`src/rtl/seg_disp_arbiter_pkg.sv`:
```
// Shared types for the seven-segment display arbiter: FSM encoding,
// requester count, default timer limits and the display payload bundle.
package seg_disp_arbiter_pkg;

    localparam int NUM_REQ = 3;
    localparam int DATA_W  = 20;
    localparam int POINT_W = 6;
    localparam int CNT_W   = 24;

    // 200 ms hold and 250 ms blink half-period at 50 MHz
    localparam logic [CNT_W-1:0] HOLD_MAX_DEF  = 24'd9_999_999;
    localparam logic [CNT_W-1:0] BLINK_MAX_DEF = 24'd12_499_999;

    typedef enum logic [1:0] {
        ST_IDLE   = 2'd0,
        ST_GRANT  = 2'd1,
        ST_SWITCH = 2'd2
    } state_t;

    typedef struct packed {
        logic [DATA_W-1:0]  data;
        logic [POINT_W-1:0] point;
        logic               sign;
    } disp_t;

    function automatic logic [1:0] pick_winner(input logic [NUM_REQ-1:0] r);
        if (r[0])      return 2'd0;
        else if (r[1]) return 2'd1;
        else           return 2'd2;
    endfunction

    function automatic logic [NUM_REQ-1:0] onehot(input logic [1:0] idx);
        return 3'b001 << idx;
    endfunction

endpackage

```
`src/rtl/seg_disp_arbiter_if.sv`:
```
// Requester/display bundle: three requester sources in, one display stream out.
// master = requesters plus display consumer, slave = arbiter.
interface seg_disp_arbiter_if;
    import seg_disp_arbiter_pkg::*;

    logic [NUM_REQ-1:0] req;
    logic [NUM_REQ-1:0] blink;
    logic [DATA_W-1:0]  data0, data1, data2;
    logic [POINT_W-1:0] point0, point1, point2;
    logic               sign0, sign1, sign2;
    logic [NUM_REQ-1:0] gnt;
    logic [DATA_W-1:0]  data;
    logic [POINT_W-1:0] point;
    logic               sign;
    logic               seg_en;
    logic               busy;

    modport master (
        output req, blink, data0, data1, data2, point0, point1, point2, sign0, sign1, sign2,
        input  gnt, data, point, sign, seg_en, busy
    );

    modport slave (
        input  req, blink, data0, data1, data2, point0, point1, point2, sign0, sign1, sign2,
        output gnt, data, point, sign, seg_en, busy
    );

endinterface

```
`src/rtl/seg_disp_arbiter_blink_gen.sv`:
```
// Blink phase generator: counts 0..MAX while enabled, toggles ph on wrap; clr parks ph high.
// Latency 1 edge; no backpressure.
module seg_blink_gen
    import seg_disp_arbiter_pkg::*;
#(
    parameter logic [CNT_W-1:0] MAX = BLINK_MAX_DEF
) (
    input  logic sys_clk,
    input  logic sys_rst,
    input  logic en,
    input  logic clr,
    output logic ph
);

    logic [CNT_W-1:0] blink_cnt;

    always_ff @(posedge sys_clk) begin
        if (sys_rst || clr) begin
            blink_cnt <= '0;
            ph        <= 1'b1;
        end else if (en) begin
            if (blink_cnt == MAX) begin
                blink_cnt <= '0;
                ph        <= ~ph;
            end else begin
                blink_cnt <= blink_cnt + 24'd1;
            end
        end
    end

endmodule

```
`src/rtl/seg_disp_arbiter.sv`:
```
// Fixed-priority display owner arbiter with minimum hold, blank slot on owner change and blink.
// Latency 1 edge req->grant, 2 edges owner change; no backpressure (requesters hold req high).
module seg_disp_arbiter
    import seg_disp_arbiter_pkg::*;
#(
    parameter logic [CNT_W-1:0] HOLD_MAX  = HOLD_MAX_DEF,
    parameter logic [CNT_W-1:0] BLINK_MAX = BLINK_MAX_DEF
) (
    input  logic              sys_clk,
    input  logic              sys_rst,
    seg_disp_arbiter_if.slave bus
);

    state_t             state;
    logic [1:0]         owner;
    logic [NUM_REQ-1:0] gnt;
    logic               busy;
    disp_t              disp_q;
    logic [CNT_W-1:0]   hold_cnt;
    logic               blink_ph;

    logic [1:0] winner;
    disp_t      owner_src;
    disp_t      winner_src;
    logic       hold_done;
    logic       preempt;
    logic       leave;
    logic       blink_en;

    always_comb begin
        winner     = pick_winner(bus.req);
        owner_src  = '0;
        winner_src = '0;
        case (owner)
            2'd0:    owner_src = {bus.data0, bus.point0, bus.sign0};
            2'd1:    owner_src = {bus.data1, bus.point1, bus.sign1};
            2'd2:    owner_src = {bus.data2, bus.point2, bus.sign2};
            default: owner_src = '0;
        endcase
        case (winner)
            2'd0:    winner_src = {bus.data0, bus.point0, bus.sign0};
            2'd1:    winner_src = {bus.data1, bus.point1, bus.sign1};
            2'd2:    winner_src = {bus.data2, bus.point2, bus.sign2};
            default: winner_src = '0;
        endcase
        hold_done = (hold_cnt == HOLD_MAX);
        // only strictly higher-priority requesters may preempt, and only once the hold expires
        preempt   = hold_done && (|(bus.req & (onehot(owner) - 3'd1)));
        leave     = (state == ST_GRANT) && (!bus.req[owner] || preempt);
        blink_en  = (state == ST_GRANT) && !leave && bus.blink[owner];
    end

    always_ff @(posedge sys_clk) begin
        if (sys_rst) begin
            state    <= ST_IDLE;
            owner    <= 2'd0;
            gnt      <= '0;
            busy     <= 1'b0;
            disp_q   <= '0;
            hold_cnt <= '0;
        end else begin
            case (state)
                ST_IDLE, ST_SWITCH: begin
                    if (|bus.req) begin
                        state    <= ST_GRANT;
                        owner    <= winner;
                        gnt      <= onehot(winner);
                        busy     <= 1'b1;
                        hold_cnt <= '0;
                        disp_q   <= winner_src;
                    end else begin
                        state    <= ST_IDLE;
                        disp_q   <= '0;
                    end
                end
                ST_GRANT: begin
                    disp_q <= owner_src;
                    if (leave) begin
                        state <= ST_SWITCH;
                        gnt   <= '0;
                        busy  <= 1'b0;
                    end else if (!hold_done) begin
                        hold_cnt <= hold_cnt + 24'd1;
                    end
                end
                default: begin
                    state <= ST_IDLE;
                    gnt   <= '0;
                    busy  <= 1'b0;
                end
            endcase
        end
    end

    // phase is forced high whenever blink is off, so busy alone gates the blank slot
    seg_blink_gen #(
        .MAX (BLINK_MAX)
    ) u_blink (
        .sys_clk (sys_clk),
        .sys_rst (sys_rst),
        .en      (blink_en),
        .clr     (!blink_en),
        .ph      (blink_ph)
    );

    assign bus.gnt    = gnt;
    assign bus.busy   = busy;
    assign bus.data   = disp_q.data;
    assign bus.point  = disp_q.point;
    assign bus.sign   = disp_q.sign;
    assign bus.seg_en = busy & blink_ph;

endmodule

```
`src/flat_wrapper.sv`:
```
// flat-port wrapper written by rule: the top's interface ports become plain ports
module seg_disp_arbiter_flat import seg_disp_arbiter_pkg::*;
#(
    parameter logic [CNT_W-1:0] HOLD_MAX  = HOLD_MAX_DEF,
    parameter logic [CNT_W-1:0] BLINK_MAX = BLINK_MAX_DEF
)
  (sys_clk, sys_rst, bus_req, bus_blink, bus_data0, bus_data1, bus_data2, bus_point0, bus_point1, bus_point2, bus_sign0, bus_sign1, bus_sign2, bus_gnt, bus_data, bus_point, bus_sign, bus_seg_en, bus_busy);
  seg_disp_arbiter_if bus_i ();
  input  logic sys_clk;
  input  logic sys_rst;
  input wire logic [$bits(bus_i.req)-1:0] bus_req;
  input wire logic [$bits(bus_i.blink)-1:0] bus_blink;
  input wire logic [$bits(bus_i.data0)-1:0] bus_data0;
  input wire logic [$bits(bus_i.data1)-1:0] bus_data1;
  input wire logic [$bits(bus_i.data2)-1:0] bus_data2;
  input wire logic [$bits(bus_i.point0)-1:0] bus_point0;
  input wire logic [$bits(bus_i.point1)-1:0] bus_point1;
  input wire logic [$bits(bus_i.point2)-1:0] bus_point2;
  input wire logic [$bits(bus_i.sign0)-1:0] bus_sign0;
  input wire logic [$bits(bus_i.sign1)-1:0] bus_sign1;
  input wire logic [$bits(bus_i.sign2)-1:0] bus_sign2;
  output wire logic [$bits(bus_i.gnt)-1:0] bus_gnt;
  output wire logic [$bits(bus_i.data)-1:0] bus_data;
  output wire logic [$bits(bus_i.point)-1:0] bus_point;
  output wire logic [$bits(bus_i.sign)-1:0] bus_sign;
  output wire logic [$bits(bus_i.seg_en)-1:0] bus_seg_en;
  output wire logic [$bits(bus_i.busy)-1:0] bus_busy;
  assign bus_i.req = bus_req;
  assign bus_i.blink = bus_blink;
  assign bus_i.data0 = bus_data0;
  assign bus_i.data1 = bus_data1;
  assign bus_i.data2 = bus_data2;
  assign bus_i.point0 = bus_point0;
  assign bus_i.point1 = bus_point1;
  assign bus_i.point2 = bus_point2;
  assign bus_i.sign0 = bus_sign0;
  assign bus_i.sign1 = bus_sign1;
  assign bus_i.sign2 = bus_sign2;
  assign bus_gnt = bus_i.gnt;
  assign bus_data = bus_i.data;
  assign bus_point = bus_i.point;
  assign bus_sign = bus_i.sign;
  assign bus_seg_en = bus_i.seg_en;
  assign bus_busy = bus_i.busy;
  seg_disp_arbiter #(.HOLD_MAX(HOLD_MAX), .BLINK_MAX(BLINK_MAX)) u_core (.sys_clk(sys_clk), .sys_rst(sys_rst), .bus(bus_i));
endmodule
```
`config.mk`:
```
export PLATFORM = sky130hd
export DESIGN_NAME = seg_disp_arbiter_flat
export DESIGN_NICKNAME = d
export VERILOG_FILES = /design/src/rtl/seg_disp_arbiter_pkg.sv /design/src/rtl/seg_disp_arbiter_if.sv /design/src/rtl/seg_disp_arbiter_blink_gen.sv /design/src/rtl/seg_disp_arbiter.sv /design/src/flat_wrapper.sv
export SDC_FILE = /design/constraint.sdc
export NUM_CORES = 1
export LEC_CHECK = 0
export BUFFER_PORTS_ARGS = -buffer_cell sky130_fd_sc_hd__buf_2
export CORE_ASPECT_RATIO = 0.9
export CORE_MARGIN = 2
export CORE_UTILIZATION = 54
export DETAILED_ROUTE_END_ITERATION = 16
export PLACE_DENSITY = 0.8
export SYNTH_ARGS = -nofsm -noshare
export SYNTH_HDL_FRONTEND = slang
export SYNTH_SLANG_ARGS = --single-unit
```
`constraint.sdc`:
```
create_clock -name sys_clk -period 2.8 [get_ports sys_clk]
set_clock_uncertainty 0.2 [all_clocks]
set_input_delay 0.84 -clock sys_clk [delete_from_list [all_inputs] [get_ports sys_clk]]
set_output_delay 0.84 -clock sys_clk [all_outputs]
set_load 0.05 [all_outputs]
```
Word-level counts from Yosys, hierarchy flattened

Index checks and enable logic that the tools add are counted.

Add/sub/neg operators: 3
$mul: 0
Divide/modulo/power cells: 0
Magnitude comparators: 1
Equal/unequal tests: 12
Shift-type cells: 2
Mux-type cells: 24
Bitwise logic cells: 3
Reduce and logical (&&, ||, !) cells: 20

Operator list:

| operator                                             | count |
|---|---|
| one-hot mux 27 bit (3 select lines)                  | 2 |
| two-way mux 24 bit                                   | 4 |
| one-hot mux 27 bit (2 select lines)                  | 1 |
| adder 24 x 1 -> 24 bit (second input constant)       | 2 |
| equality test 24 bit (second input constant)         | 2 |
| one-hot mux 24 bit (2 select lines)                  | 1 |
| two-way mux 27 bit                                   | 1 |
| equality test 2 x 1 -> 1 bit (second input constant) | 3 |
| equality test 2 bit (second input constant)          | 3 |
| logical NOT 2 bit                                    | 3 |
| two-way mux 2 bit                                    | 3 |
| two-way mux 3 bit                                    | 2 |
| one-hot mux 3 bit (2 select lines)                   | 1 |
| AND reduction 2 bit                                  | 3 |
| OR reduction 3 bit                                   | 2 |
| left shift 1 x 2 -> 3 bit (first input constant)     | 2 |
| two-way mux 1 bit                                    | 5 |
| binary-select mux 1 bit (select 2 bit)               | 2 |
| logical AND 1 bit                                    | 4 |
| != test 2 x 1 -> 1 bit (second input constant)       | 2 |
| != test 2 bit (second input constant)                | 2 |
| one-hot mux 2 bit (2 select lines)                   | 1 |
| AND reduction 4 bit                                  | 1 |
| AND 3 bit                                            | 1 |
| other kinds (9)                                      | 12 |

Bits in registers: 84
Bits in latches: 0
Memory bits (writable): 0
Memory bits (read-only): 0
Bits of input ports: 89
Output and inout port bits: 32
Memories: 0

Depth between registers and ports, before layout

Gate-level depths: netlist of run 1.

Depth in word-level cells: 12
Depth in mapped cells: 8
Depth with buffers taken out: 7

Cells and area by module

Synthesis of run 1 repeated with hierarchy kept, for this count alone.

Cell total of the unflattened synthesis: 643
Area, all modules: 5014.8 um^2

By module, submodules not included:

| module           | times used | cells each | area an instance (um^2) | seq. area each (um^2) |
|---|---|---|---|---|
| seg_disp_arbiter | 1          | 503        | 3772.4                  | 1181.1 |
| seg_blink_gen    | 1          | 140        | 1242.4                  | 500.5 |

Least setup slack after synthesis of run 1

OpenSTA, ideal clock, no wires.

Path kind: input port to flip-flop
From: input port bus_req[0]
To: register u_core.hold_cnt[10]
Library setup time: 0.128 ns
Arrival: 2.196 ns
Data required time: 2.472 ns
Path slack: 0.277 ns
Stages on the path: 8
Path buffers: 4
Cell sequence: clkbuf_1 nor3_1 or2_2 clkbuf_1 nand2b_1 buf_2 buf_1 nor2_1

Cells in the longest elaborated chain, start to end: 7
Elaborated cells on any way between the ends: 12

Ends and longest elaborated chain:

| item                                                                                 | RTL line                                       | text |
|---|---|---|
| start: declaration                                                                   | flat_wrapper.sv:11                             | `input wire logic [$bits(bus_i.req)-1:0] bus_req;` |
| binary-select mux 1 bit (select 2 bit) / AND 3 bit (equally long branches)           | seg_disp_arbiter.sv:49, seg_disp_arbiter.sv:48 |  |
| two-way mux 1 bit (not written as such) / OR reduction 3 bit (equally long branches) | seg_disp_arbiter.sv:49, seg_disp_arbiter.sv:48 |  |
| logical NOT 1 bit / logical AND 1 bit (equally long branches)                        | seg_disp_arbiter.sv:49, seg_disp_arbiter.sv:48 |  |
| logical OR 1 bit                                                                     | seg_disp_arbiter.sv:49                         | `leave = (state == ST_GRANT) && (!bus.req[owner] \|\| preempt);` |
| logical AND 1 bit                                                                    | seg_disp_arbiter.sv:49                         |  |
| != test 2 bit (no line)                                                              | --                                             |  |
| AND reduction 4 bit (no line) (*)                                                    | --                                             |  |
| end signal: assignment                                                               | seg_disp_arbiter.sv:83                         | `hold_cnt <= hold_cnt + 24'd1;` |
| end: declaration                                                                     | seg_disp_arbiter.sv:19                         | `logic [CNT_W-1:0] hold_cnt;` |

Every way passes the cells marked *; elsewhere a longest branch is shown, timed or not. The select of a mux whose other input is x is not followed.
A chain may end at the register's enable or synchronous reset.

Worst setup path in the final report of run 1

From: register u_core.owner[0]
To: register u_core.u_blink.blink_cnt[23]

Cells in the longest elaborated chain, start to end: 12
Elaborated cells on any way between the ends: 17

Ends and longest elaborated chain:

| item                      | RTL line                         | text |
|---|---|---|
| start: declaration        | seg_disp_arbiter.sv:15           | `logic [1:0] owner;` |
| start signal: assignment  | seg_disp_arbiter.sv:66           | `owner <= winner;` |
| left shift 1 x 2 -> 3 bit | seg_disp_arbiter_pkg.sv:33       | `return 3'b001 << idx;` |
| subtractor 3 x 1 -> 3 bit | seg_disp_arbiter.sv:48           | `preempt = hold_done && (\|(bus.req & (onehot(owner) - 3'd1)));` |
| AND 3 bit                 | seg_disp_arbiter.sv:48           |  |
| OR reduction 3 bit        | seg_disp_arbiter.sv:48           |  |
| logical AND 1 bit         | seg_disp_arbiter.sv:48           |  |
| logical OR 1 bit          | seg_disp_arbiter.sv:49           |  |
| logical AND 1 bit         | seg_disp_arbiter.sv:49           |  |
| logical NOT 1 bit         | seg_disp_arbiter.sv:50           | `blink_en = (state == ST_GRANT) && !leave && bus.blink[owner];` |
| logical AND 1 bit         | seg_disp_arbiter.sv:50           |  |
| logical AND 1 bit (*)     | seg_disp_arbiter.sv:50           |  |
| logical NOT 1 bit         | seg_disp_arbiter.sv:102          | `.clr (!blink_en),` |
| logical OR 1 bit          | seg_disp_arbiter_blink_gen.sv:18 | `if (sys_rst \|\| clr) begin` |
| end signal: assignment    | seg_disp_arbiter_blink_gen.sv:26 | `blink_cnt <= blink_cnt + 24'd1;` |
| end: declaration          | seg_disp_arbiter_blink_gen.sv:15 | `logic [CNT_W-1:0] blink_cnt;` |

Marks and branches as above.

==> qor.yml, run 1 <==
netlist_area_mm2: 0.004871
ys.warnings.count: 0
wl_per_cell_um: 15.38
grt_usage_pct: 27.62
worstHoldPathType: "reg -> reg"
io_pins: 121
ys_async_sr_fraction_pct: 0
synth_top_cell_by_area: "dfxtp_1"
grt.overflow.total: 0
netlist-cell-type-count: 50
antenna_found_initial: 0
grt_max_degree: 46
place_ws_ps: 287.0
port_buffers: 120
irDropWorstVdd_uv: 353.8
critPathKind: "reg -> reg"
drv_slew: 0
drtPass1Iterations: 5
synthMuxAreaShare_pct: 9.915
ctsHtreeMaxLevel: 3
grt_pass1_vias: 4848
post_cts_buffers: 0
fin_crit_ps: 2621
finalNetCount: 830
antennaDiodeCount: 0
critical_path_arrival_ps: 2720
r2r-start: "u_core.owner[0]$_SDFFE_PP0P_"
synth_edf_count: 0
relSlewSlack_pct: 8.752
status: "finished clean"
post_cts_resized: 0
end_kind: "register"
cts.path.max_buffers: 2
drt_iter0_markers: 325
synthFlopType: "dfxtp_1"
tightest_slew_ps: 1364
synthAdderAreaFrac_pct: 0.5137
start_util_pct: 56.32
crit_start: "u_core.owner[0]$_SDFFE_PP0P_"
cts_tree: "done"
clk_pin_slew_ps: 100
cts_hold_buffers: 0
r2r_slack_ps: 180
dp_hpwl_um: 9572
syn_area_per_cell_um2: 7.707
syn-instance-count: 632
dieArea_mm2: 0.009797
synth_top_family_by_area: "simple AND/OR/NAND/NOR gates"
rsz0062_at_grt: "false"
final_cells: 863
p_per_area_mw_per_mm2: 497.1
finalWorstSetupSlack_ps: 178.9
insertion_delay_ps: 360
area_growth_pct: 18.75
setup_viol: 0
max_freq_ghz: 0.3815
drc: 0
grt_pass1_wl_um: 22260
dp.cells: 847
yosys.area.top_type_share_pct: 34.52
synth_xor_area_share_pct: 6.293
synthTopCellsByArea: "dfxtp_1 35%, nor2_1 8.8%, a21oi_1 5.9%"
finalWirelength_um: 13270
synth-simple-area-share_pct: 24.53
final-hold-violation-count: 0
finalCritPeriodShare_pct: 93.61
fin_setup_tns_ps: 0
rr_endpoint: "u_core.u_blink.blink_cnt[23]$_SDFFE_PP0P_"
rows: 32
endpoint: "u_core.u_blink.blink_cnt[23]$_SDFFE_PP0P_"
drive_gt1_share_pct: 25.13
synth_compound_area_share_pct: 18.67
vias: 5090
cts-root-buf: "clkbuf_8"
reg2reg_depth: 7
cts.sinks: 84
synth.yosys.seq_area_share_pct: 34.52
numCtsBuffers: 9
whs_ps: 277.4
cp-start-kind: "register"
routed_via_density: 5.898
place.gp.congestion: 0.8725
chipHeight_um: 94.10
required_ps: 2900
cp_max_fo: 24
max-cap-violations: 0
p_leak_nw: 2.273
die_w_um: 104.1
synth_nets: 723
ant_nets: 0
synth-seq-cells: 84
core_mm2: 0.008648
## through the flow
step	power (mW)	util (%)	instance area, µm²
after global placement	2.030	64.68	5594
after detailed placement	2.050	64.68	5594
after floorplan	1.831	-	4871
after CTS	2.884	66.88	5784
after global routing	3.011	66.88	5784
final	2.875	66.88	5784
## final cells by class
class                           count  area, µm²
Inverter                           27      101.3
Sequential cell                    84       1682
Tap cell                          119      148.9
Clock inverter                      7      66.31
Multi-Input combinational cell    478       2919
Clock buffer                        9      123.9
Fill cell                         751       2864
Timing Repair Buffer              139      743.2
## cells in the mapped netlist, types with 4 or more instances
library cell and n:
nand2b_1 4, a22oi_1 16, nor3_1 22, buf_1 6, mux2_2 18, xor2_1 12
nand3_1 20, nor4_1 10, mux2i_1 28, or3_1 7, a21oi_1 57, dfxtp_1 84
nand4_1 11, xnor2_1 23, buf_2 6, nand2_1 45, o21ai_0 21, inv_1 27
a221oi_1 27, clkbuf_1 31, nor2_1 114
## worst min-delay path by stage
| stage | startpoint | to | slack [ps] | cells after the start |
|---|---|---|---|---|
| finish | u_core.u_blink.blink_cnt[0]$_SDFFE_PP0P_ | u_core.u_blink.blink_cnt[0]$_SDFFE_PP0P_ | 280 | 1 |
| global route | u_core.u_blink.blink_cnt[0]$_SDFFE_PP0P_ | u_core.u_blink.blink_cnt[0]$_SDFFE_PP0P_ | 310 | 1 |
| CTS | u_core.u_blink.blink_cnt[0]$_SDFFE_PP0P_ | u_core.u_blink.blink_cnt[0]$_SDFFE_PP0P_ | 290 | 1 |
| detailed placement | u_core.u_blink.blink_cnt[0]$_SDFFE_PP0P_ | u_core.u_blink.blink_cnt[0]$_SDFFE_PP0P_ | 260 | 1 |
| global placement | u_core.u_blink.blink_cnt[0]$_SDFFE_PP0P_ | u_core.u_blink.blink_cnt[0]$_SDFFE_PP0P_ | 240 | 1 |
| floorplan | u_core.u_blink.blink_cnt[0]$_SDFFE_PP0P_ | u_core.u_blink.blink_cnt[0]$_SDFFE_PP0P_ | 230 | 1 |
## per-layer routing
metal	track usage, %	part of all wire [%]
met1	33.25	43
met4	9.234	2.2
met3	7.906	7.7
met2	47.70	47
met5	0	0
## where the power goes
part           internal, mW  switching (mW)  leakage (nW)
registers              1.25          0.0351         0.685
clock network         0.346           0.499        0.0982
logic                 0.254           0.492          1.49
total                  1.85            1.03          2.27
## logic make-up after synthesis
kind of cell             count (synthesis)
AO/OA/AOI/OAI                          141
XOR/XNOR                                35
adder cells (fa/ha/maj)                  2
buffers and inverters                   70
flip-flops                              84
multiplexers                            46
AND/OR/NAND/NOR                        254
## registers in the layout, indices dropped and copies added, names as in the netlist
name	flops
u_core.u_blink.ph	1
u_core.bus.data	20
u_core.u_blink.blink_cnt	24
u_core.state	2
u_core.bus.gnt	3
u_core.bus.sign	1
u_core.hold_cnt	24
u_core.bus.busy	1
u_core.owner	2
u_core.bus.point	6
## cells in the final DEF, fill, tap and decap left out, types with 18 or more instances in the layout
cell type  instances
a21oi_1           57
a221oi_1          27
buf_2            120
buf_4             19
dfxtp_1           84
inv_1             27
mux2_2            18
mux2i_1           28
nand2_1           45
nand3_1           20
nor2_1           114
nor3_1            22
o21ai_0           21
xnor2_1           23
## worst max-delay path, stage by stage (launching register included)
cell     delay, ps
dfxtp_1        340
inv_1           60
nor2_1        1020
a21oi_1        260
nor2_1         210
nand3_1        100
buf_4          230
nor2_1         140
Power figures use the tool's default switching activity.
==> run 2, diff against run 1 <==
--- a/config.mk
+++ b/config.mk
@@ -10,7 +10,9 @@
 export CORE_MARGIN = 2
 export CORE_UTILIZATION = 54
 export DETAILED_ROUTE_END_ITERATION = 16
-export PLACE_DENSITY = 0.8
+export PLACE_DENSITY = 0.81
+export REMOVE_ABC_BUFFERS = 1
+export SKIP_CTS_REPAIR_TIMING = 1
 export SYNTH_ARGS = -nofsm -noshare
 export SYNTH_HDL_FRONTEND = slang
 export SYNTH_SLANG_ARGS = --single-unit
==> qor.yml, run 2 (same netlist as run 1, synthesis figures left out) <==
status: "finished clean"
grt_pass1_vias: 4793
core_mm2: 0.008648
rows: 32
insertion_delay_ps: 350
relSlewSlack_pct: 44.71
p_sw_share_pct: 32.99
p_leak_nw: 2.260
ant_nets: 0
port_buffers: 120
routed_via_density: 5.887
cts.path.max_buffers: 2
chipHeight_um: 94.10
setup_viol: 0
final-hold-violation-count: 0
r2r-start: "u_core.hold_cnt[0]$_SDFFE_PP0P_"
fin_setup_tns_ps: 0
grt_max_degree: 46
reg2reg_depth: 7
die_w_um: 104.1
cp_max_fo: 24
r2r_slack_ps: 500
p_clk_share_pct: 28.8
critical_path_arrival_ps: 2340
cts.sinks: 84
drc: 0
required_ps: 2840
finalWirelength_um: 12730
crit_start: "u_core.hold_cnt[0]$_SDFFE_PP0P_"
ctsHtreeMaxLevel: 3
antennaDiodeCount: 0
irDropWorstVdd_uv: 394.2
io_pins: 121
critPathKind: "reg -> reg"
drt_iter0_markers: 247
finalWorstSetupSlack_ps: 497.7
area_growth_pct: 18.26
start_util_pct: 56.32
place_ws_ps: 190.2
finalNetCount: 828
tightest_slew_ps: 823.8
max_freq_ghz: 0.4343
power_frac_seq_pct: 45.3
max-cap-violations: 0
grt.overflow.total: 0
dieArea_mm2: 0.009797
antenna_found_initial: 0
final_common_cell: "buf_2"
endpoint: "u_core.u_blink.blink_cnt[2]$_SDFFE_PP0P_"
dp_hpwl_um: 9106
worstHoldPathType: "reg -> reg"
grt_pass1_wl_um: 21560
numCtsBuffers: 9
drtPass1Iterations: 5
cts-root-buf: "clkbuf_8"
power_switching_uw: 936.9
cp-start-kind: "register"
drive_gt1_share_pct: 24.70
vias: 5063
cts_tree: "done"
combPwrFrac_pct: 25.8
total_power_mw: 2.840
fin_crit_ps: 2302
fin_util_pct: 66.61
p_int_mw: 1.903
place.gp.congestion: 0.8952
drv_slew: 0
wl_per_cell_um: 14.80
finalCritPeriodShare_pct: 82.23
clk_pin_slew_ps: 80
final_cell_mix: "120 x buf_2, 114 x nor2_1, 84 x dfxtp_1"
end_kind: "register"
rsz0062_at_grt: "false"
p_per_area_mw_per_mm2: 493.0
grt_usage_pct: 26.51
rr_endpoint: "u_core.u_blink.blink_cnt[2]$_SDFFE_PP0P_"
[run 2: how the worst min path moves through the flow]
stage | from | endpoint | slack, ps | cells past startpoint
finish | u_core.u_blink.blink_cnt[0]$_SDFFE_PP0P_ | u_core.u_blink.blink_cnt[0]$_SDFFE_PP0P_ | 260 | 1
global route | u_core.bus.gnt[1]$_SDFFE_PP0P_ | u_core.bus.gnt[1]$_SDFFE_PP0P_ | 310 | 2
CTS | u_core.u_blink.blink_cnt[0]$_SDFFE_PP0P_ | u_core.u_blink.blink_cnt[0]$_SDFFE_PP0P_ | 270 | 1
detailed placement | u_core.u_blink.blink_cnt[0]$_SDFFE_PP0P_ | u_core.u_blink.blink_cnt[0]$_SDFFE_PP0P_ | 250 | 1
global placement | u_core.u_blink.blink_cnt[0]$_SDFFE_PP0P_ | u_core.u_blink.blink_cnt[0]$_SDFFE_PP0P_ | 240 | 1
floorplan | u_core.u_blink.blink_cnt[0]$_SDFFE_PP0P_ | u_core.u_blink.blink_cnt[0]$_SDFFE_PP0P_ | 230 | 1
[run 2: critical path, cell delays in order, from the launching register on]
cell,delay [ps]
dfxtp_1,380
ha_1,270
nand3_1,150
nor4_2,540
a21oi_2,200
nand3_1,110
buf_4,260
nor2_1,90
[run 2: metrics by stage]
stage,std cells,cell area (µm²),hold WS [ps]
5_1_grt,860,5761,313.7
2_1_floorplan,589,4702,229.9
4_1_cts,860,5761,269.0
3_3_place_gp,845,5579,243.6
3_5_place_dp,845,5579,248.9
6_report,860,5761,264.9
[run 2: power groups by stage]
stage / combinational, mW / clock [mW] / sequential (mW)
after floorplan: 0.289 / 0 / 1.50
after global placement: 0.710 / 0 / 1.31
after detailed placement: 0.729 / 0 / 1.31
after CTS: 0.730 / 0.833 / 1.29
after global routing: 0.798 / 0.880 / 1.29
final: 0.734 / 0.819 / 1.29
[run 2: area by class of cell]
class,count,area (µm²)
inverters,27,101.3
well taps,119,148.9
fillers,784,2888
multi-input cells,478,2919
clock buffers,10,127.6
repair buffers,137,728.2
flip-flops and latches,84,1682
clock inverters,5,53.80
[run 2: per-layer routing]
metal	track usage, %	part of all wire, %
met1	32.25	43
met4	10.14	2.7
met2	46.27	48
met3	5.617	6.0
met5	0	0
